## config.mk

```make
export PLATFORM = sky130hd
export DESIGN_NAME = codif_prio_enc
export DESIGN_NICKNAME = d
export VERILOG_FILES = /design/src/rtl/codif_pkg.sv /design/src/rtl/prio_enc_comb.sv /design/src/rtl/codif_prio_enc.sv
export SDC_FILE = /design/constraint.sdc
export NUM_CORES = 1
export LEC_CHECK = 0
export CAP_MARGIN = 5
export CORE_AREA = 3 3 40 42
export CTS_CLUSTER_DIAMETER = 30
export DETAILED_ROUTE_END_ITERATION = 10
export DIE_AREA = 0 0 43 45
export PLACE_DENSITY = 0.62
export REMOVE_ABC_BUFFERS = 1
export SLEW_MARGIN = 20
export SYNTH_ARGS = -nofsm -noshare
export SYNTH_HDL_FRONTEND = slang
export SYNTH_SLANG_ARGS = --single-unit
export TNS_END_PERCENT = 5
```

## constraint.sdc

```tcl
create_clock -name CLK -period 1.1 [get_ports CLK]
set_input_delay 0.11 -clock CLK [delete_from_list [all_inputs] [get_ports CLK]]
set_output_delay 0.11 -clock CLK [all_outputs]
set_load 0.01 [all_outputs]
```

## src/rtl/codif_pkg.sv

```systemverilog
// Shared definitions for the codif encoder family: output-stage state encodings
// and the width helper used by the elaboration-time parameter checks.
package codif_pkg;

    localparam logic ST_EMPTY = 1'b0;
    localparam logic ST_FULL  = 1'b1;

    function automatic int clog2(input int value);
        int result;
        int rem;
        result = 0;
        rem    = value - 1;
        while (rem > 0) begin
            result = result + 1;
            rem    = rem >> 1;
        end
        return result;
    endfunction

    function automatic bit is_pow2(input int value);
        return (value >= 2) && ((value & (value - 1)) == 0);
    endfunction

endpackage

```

## src/rtl/prio_enc_comb.sv

```systemverilog
// Combinational highest-index priority encoder; any is set when vec has a bit set.
module prio_enc_comb #(
    parameter int N = 4,
    parameter int W = 2
) (
    input  logic [N-1:0] vec,
    output logic [W-1:0] idx,
    output logic         any
);

    // NOTE: defaults come first so every path assigns idx/any and no latch is inferred;
    // blocking assignments are correct here because this block is purely combinational.
    always_comb begin
        idx = '0;
        any = 1'b0;
        // Ascending scan: the last match, i.e. the highest index, wins.
        for (int i = 0; i < N; i++) begin
            if (vec[i]) begin
                idx = W'(i);
                any = 1'b1;
            end
        end
    end

endmodule

```

## src/rtl/codif_prio_enc.sv

```systemverilog
// Registered priority encoder: sticky pending mask feeding a one-deep VALID/READY
// output register, highest pending index first, every captured request emitted once.
module codif_prio_enc
    import codif_pkg::*;
#(
    parameter int N = 4,
    parameter int W = 2
) (
    input  logic         CLK,
    input  logic         RST_N,
    input  logic         EN,
    input  logic [N-1:0] REQ,
    output logic [W-1:0] Y,
    output logic         VALID,
    input  logic         READY,
    output logic         BUSY,
    output logic         OVF
);

    if (!is_pow2(N)) begin : g_bad_n
        $error("codif_prio_enc: N must be a power of 2 and at least 2");
    end
    if (W != clog2(N)) begin : g_bad_w
        $error("codif_prio_enc: W must equal clog2(N)");
    end

    logic [N-1:0] p_q, p_d;
    logic [W-1:0] y_q, y_d;
    logic         state_q, state_d;
    logic         ovf_q, ovf_d;

    logic [W-1:0] sel;
    logic         any;
    logic         load;
    logic [N-1:0] p_clr;
    logic [N-1:0] req_cap;

    prio_enc_comb #(.N(N), .W(W)) u_enc (
        .vec (p_q),
        .idx (sel),
        .any (any)
    );

    always_comb begin
        state_d = state_q;
        y_d     = y_q;
        load    = 1'b0;
        p_clr   = '0;

        case (state_q)
            ST_EMPTY: begin
                if (any) begin
                    load    = 1'b1;
                    state_d = ST_FULL;
                end
            end
            ST_FULL: begin
                if (READY) begin
                    if (any) load    = 1'b1;
                    else     state_d = ST_EMPTY;
                end
            end
            default: state_d = ST_EMPTY;
        endcase

        if (load) begin
            y_d        = sel;
            p_clr[sel] = 1'b1;
        end

        // A re-assertion in the same cycle its old copy is loaded sets the bit again
        // and is not a merge, because the old copy has already left the mask.
        req_cap = EN ? REQ : '0;
        p_d     = (p_q & ~p_clr) | req_cap;
        ovf_d   = |(req_cap & p_q & ~p_clr);
    end

    // NOTE: state registers use non-blocking assignments so every flop samples the
    // pre-edge values computed above, independent of statement order.
    always_ff @(posedge CLK or negedge RST_N) begin
        if (!RST_N) begin
            p_q     <= '0;
            y_q     <= '0;
            state_q <= ST_EMPTY;
            ovf_q   <= 1'b0;
        end else begin
            p_q     <= p_d;
            y_q     <= y_d;
            state_q <= state_d;
            ovf_q   <= ovf_d;
        end
    end

    assign Y     = y_q;
    assign VALID = (state_q == ST_FULL);
    assign OVF   = ovf_q;
    assign BUSY  = (|p_q) | VALID;

endmodule
```

-- Word-level counts from Yosys, hierarchy flattened
Cells that the tools add are included.
- add/sub/neg operators: 0
- $mul: 0
- div/mod/pow operators: 0
- magnitude comparators: 2
- eq/ne operators: 0
- shift operators: 0
- muxes and demuxes: 16
- bitwise gates (word level): 7
- reduce and logical (&&, ||, !) cells: 3
- operators by type and width (operator ; count):
    bitwise AND 4 bit ; 3
    two-way mux 1 bit ; 9
    two-way mux 4 bit ; 2
    OR reduction 4 bit ; 2
    two-way mux 2 bit ; 2
    NOT 4 bit ; 1
    bitwise OR 4 bit ; 1
    case mux 1 bit (2 select lines) ; 2
    less-than comparator 2 x 3 -> 1 bit, second input constant ; 1
    demux 1 bit (select 2 bit) ; 1
    greater-or-equal comparator 2 x 1 -> 1 bit, second input constant ; 1
    logical AND 1 bit ; 1
    NOT 1 bit ; 1
    bitwise OR 1 bit ; 1
- flip-flop bits (word level): 8
- bits in latches: 0
- bits in writable memories: 0
- bits in read-only memories: 0
- bits of input ports: 8
- output and inout bits: 5
- logic and storage cells: 32
- memories kept: 0

-- Depth between registers and ports, before layout
- depth in word-level cells: 11
- depth in mapped cells: 4
- mapped depth without buffers: 4

-- Modules after synthesis
From an unflattened synthesis, not the netlist that was laid out.
- cell total of the unflattened synthesis: 38
- area total of the unflattened synthesis: 392.9 µm²
- by module, submodules not included (module ; times used ; cells an instance ; area an instance (µm²) ; sequential area each (µm²)):
    codif_prio_enc ; 1 ; 34 ; 369.1 ; 200.2
    prio_enc_comb ; 1 ; 4 ; 23.8 ; 0.0

-- Least setup slack after synthesis
No wires, ideal clock.
- path type: flip-flop to flip-flop
- start point: register state_q (netlist: VALID)
- end point: register ovf_q (netlist: OVF)
- setup time: 0.135 ns
- data arrival time: 0.898 ns
- required time: 0.965 ns
- path slack: 0.068 ns
- stages on the path, launching flop included: 5
- path buffers: 0
- period minus slack after synthesis: 1.032 ns
- cell sequence: dfrtp_1 -> nand2b_4 -> nand2b_1 -> a32oi_1 -> o211ai_1
- cells in the longest elaborated chain, start to end: 6
- RTL lines (item ; line ; source):
    from (decl) ; codif_prio_enc.sv:29 ; logic state_q, state_d;
    from (signal assigned) ; codif_prio_enc.sv:89 ; state_q <= state_d;
    NOT 1 bit ; - ;
    case mux 1 bit (2 select lines) (*) ; codif_prio_enc.sv:50 ; case (state_q)
    two-way mux 4 bit (*) ; codif_prio_enc.sv:66 ; if (load) begin
    NOT 4 bit (*) ; codif_prio_enc.sv:75 ; ovf_d = |(req_cap & p_q & ~p_clr);
    bitwise AND 4 bit (*) ; codif_prio_enc.sv:75 ;
    OR reduction 4 bit (*) ; codif_prio_enc.sv:75 ;
    net ovf_d ; codif_prio_enc.sv:30 ; logic ovf_q, ovf_d;
    to (signal assigned) ; codif_prio_enc.sv:90 ; ovf_q <= ovf_d;
    to (decl) ; codif_prio_enc.sv:30 ;
The timed path passes the listed nets; every way through them passes the cells marked *.
A chain may end at the register's enable or synchronous reset.

-- Worst setup path after layout
- start point: register p_q[2]
- end point: output port BUSY
- cells in the longest elaborated chain, start to end: 2
- RTL lines (item ; line ; source):
    from (decl) ; codif_prio_enc.sv:27 ; logic [N-1:0] p_q, p_d;
    from (signal assigned) ; codif_prio_enc.sv:87 ; p_q <= p_d;
    OR reduction 4 bit ; codif_prio_enc.sv:97 ; assign BUSY = (|p_q) | VALID;
    bitwise OR 1 bit ; codif_prio_enc.sv:97 ;
    to (decl) ; codif_prio_enc.sv:16 ; output logic BUSY,
Every way passes these cells.

==> summary.txt <==
Critical path
  • CP Buf/Inv Count: 1
  • Critical setup path kind: register to output pin
  • Worst path required time: 990 ps
  • CP startpoint: p_q[2]$_DFF_PN0_
  • Slowest cell on crit path: dfrtp_1
  • R2R Path Start: p_q[2]$_DFF_PN0_
  • Crit path DAT: 1020 ps
  • Top delay family on crit path: flip-flops
  • Slowest Stage Delay on Critical Path: 400 ps
  • CP Launch Type: register
  • Crit path max fanout: 2
  • Crit-path cells: nor2_2, nand3b_1, clkbuf_2
  • CP Capture Type: output pin

Timing
  • Max-slew violations: 0
  • Clock Skew: 12.77 ps
  • Final Hold Vio Count: 0
  • Final period util: 103.1%
  • Worst-margin pin slew: 375.9 ps
  • Setup Viol. Count Final: 2
  • Slew margin rel.: 74.86%
  • RSZ-0062 raised after global routing: true
  • Final min period: 1135 ps
  • FMAX: 881.3 MHz
  • Final WS setup: -34.64 ps
  • Hold_ws: 127.8 ps

Global routing
  • Busiest layer in global routing: met2
  • M2 GR Usage: 17.07%
  • First-pass GRT wire length: 1.559 mm
  • Total track usage: 11.60%
  • Vias in the first global route: 342
  • Initial antenna violation count: 0
  • Largest net degree at the start of global routing: 9
  • GRT Residual Overflow: 0
  • Met3 Usage GRT: 6.375%
  • Met1 Track Usage GR: 14.60%

Synth
  • Leading post-synthesis cells by cell area: dfrtp_1 54%, a22o_2 5.4%, o21ai_0 4.1%
  • YS warnings: 0
  • Count leader, synth: dfrtp_1
  • Mapped Cells: 33
  • Syn Std Cell Area: 370.4 um2
  • Adder-Cell Fraction of Synth Area: 0%
  • Ys flop type: dfrtp_1
  • Post-synthesis mux area share: 0%
  • Synth Area in Simple Gates: 21.62%
  • Most frequent cells after synthesis: 8 x dfrtp_1, 3 x nand2_1, 3 x o21ai_0
  • Async SR Flop Fraction: 100.0%
  • Synthesized flop and latch total: 8
  • Synth cell types: 20
  • XOR/XNOR Fraction of Synth Area: 0%
  • Register area share after synthesis: 54.05%
  • Cell taking the most area after synthesis: dfrtp_1
  • Syn avg cell area: 11.22 um2
  • Top-area cell type share of the netlist area: 54.05%
  • EDFF count, synth: 0
  • Compound-Gate Fraction of Synth Area: 24.32%
  • Largest family of logic cells by synthesized area: compound AO/OA/AOI/OAI gates

Route
  • Detailed Route WL: 979 um
  • DRC: 0
  • DRT antenna net count: 0
  • Initial DRC Count: 8
  • Via count: 359
  • Vias per cell: 4.851
  • Drt first pass iters: 4
  • DR WL/cell: 13.23 um

Cells and area
  • Layout cells sized above 1: 40.68%
  • # nets final: 69
  • Number of diodes: 0
  • Final design utilization: 49.08%
  • Fillers: 123
  • Post-Layout Cell Count: 74
  • P&R area growth vs syn: 70.27%

Pwr
  • P_leak: 0.0002760 uW
  • VDD IR max: 0.7054 mV
  • Power Dens Cells: 1342 nW/um2

Clock tree
  • Clock Latency Late Sink: 260 ps
  • CTS Buffer Depth: 2
  • Number of buffers created by CTS: 3
  • CTS Root Buffer Type: clkbuf_4
  • CTS tree: yes
  • Clock sink count: 8
  • CTS HTree Levels: 1
  • Cts hold-fix bufs: 0
  • Clk pin slew, worst setup/hold paths: 60 ps

Placement
  • Dpl cells: 69
  • I/O Buffers: 12
  • Gpl congestion: 0.7327
  • Detail Placement HPWL: 712.3 um

Run status
  • Status: finished, violations left
  • Failing checks: negative setup slack

Die
  • Area of the die: 1935 um2
  • Initial core utilization: 28.82%
  • Die Span Y: 45 um
  • Num rows: 13
  • Io pins: 13
  • Core ar.: 1285 um2
  • Die W: 43 um

Flow run
  • Max cap viols: 0

Hold path
  • Min-Delay Path Class: input pin to async pin
## metal layers
layer / routed length, um / up-vias
met5: 0 / -
met4: 0 / 0
met3: 81 / 0
met2: 439 / 12
met1: 458 / 170
li1: - / 177
## timing repair
item                                    4_1_cts  5_1_grt
buffers inserted                              0        2
gates resized for setup                       6        9
pin swaps                                     1        4
endpoints found under the setup margin        6        5
## registers in the layout, summed over array words and instances (netlist names)
name / flops
p_q: 4
Y: 2
OVF: 1
VALID: 1
## power breakdown
| group | total (uW) | leakage (uW) | internal [uW] | switching (uW) |
|---|---|---|---|---|
| Clock | 230 | 0.0000138 | 125 | 104 |
| Sequential | 358 | 0.0000875 | 335 | 23.4 |
| Combinational | 259 | 0.000175 | 148 | 111 |
| Total | 847 | 0.000276 | 608 | 239 |
## stage by stage
stage	cell area [um2]	power [uW]	TNS [ps]	setup WS, ps
2_1_floorplan	370.4	454.2	0	67.56
3_5_place_dp	576.8	603.6	-615.0	-137.5
5_1_grt	630.6	897.6	-144.6	-57.02
3_3_place_gp	576.8	599.0	-506.8	-115.1
4_1_cts	595.6	821.9	-157.6	-155.6
6_report	630.6	846.6	-38.85	-34.64
## cell families (layout without fill, tap and decap cells)
logic type / Yosys count / count (layout)
AND/OR/NAND/NOR: 13 / 13
AO/OA/AOI/OAI: 12 / 12
flip-flops: 8 / 8
buffers and inverters: 0 / 26
## final timing paths
check	to	slack, ps	depth (start not counted)
hold reg to reg	Y[1]$_DFFE_PN0P_	510	2
setup / recovery	BUSY	-30	3
min in group CLK	p_q[0]$_DFF_PN0_	440	3
max in group asynchronous	p_q[1]$_DFF_PN0_	690	1
setup reg to reg	OVF$_DFF_PN0_	0	5
hold / removal	p_q[2]$_DFF_PN0_	130	1
## layout make-up
type                    count  area [um2]  area share [%]
repair buffers             23       200.2           31.75
clock buffers               3       22.52           3.571
flip-flops and latches      8       200.2           31.75
well taps                  15       18.77           2.976
multi-input cells          25       188.9           29.96
## cells in the final DEF (no fill, tap or decap), types with 2 or more instances in the layout
cell	synthesis	layout
a22o_2	2	2
nor2_2	1	2
o21ai_1	2	4
nand2b_4	1	2
buf_6	0	2
clkdlybuf4s50_1	0	7
buf_4	0	9
clkbuf_4	0	3
dfrtp_1	8	8
nand2_1	3	3
dlygate4sd2_1	0	4
Power figures use the tool's default switching activity.
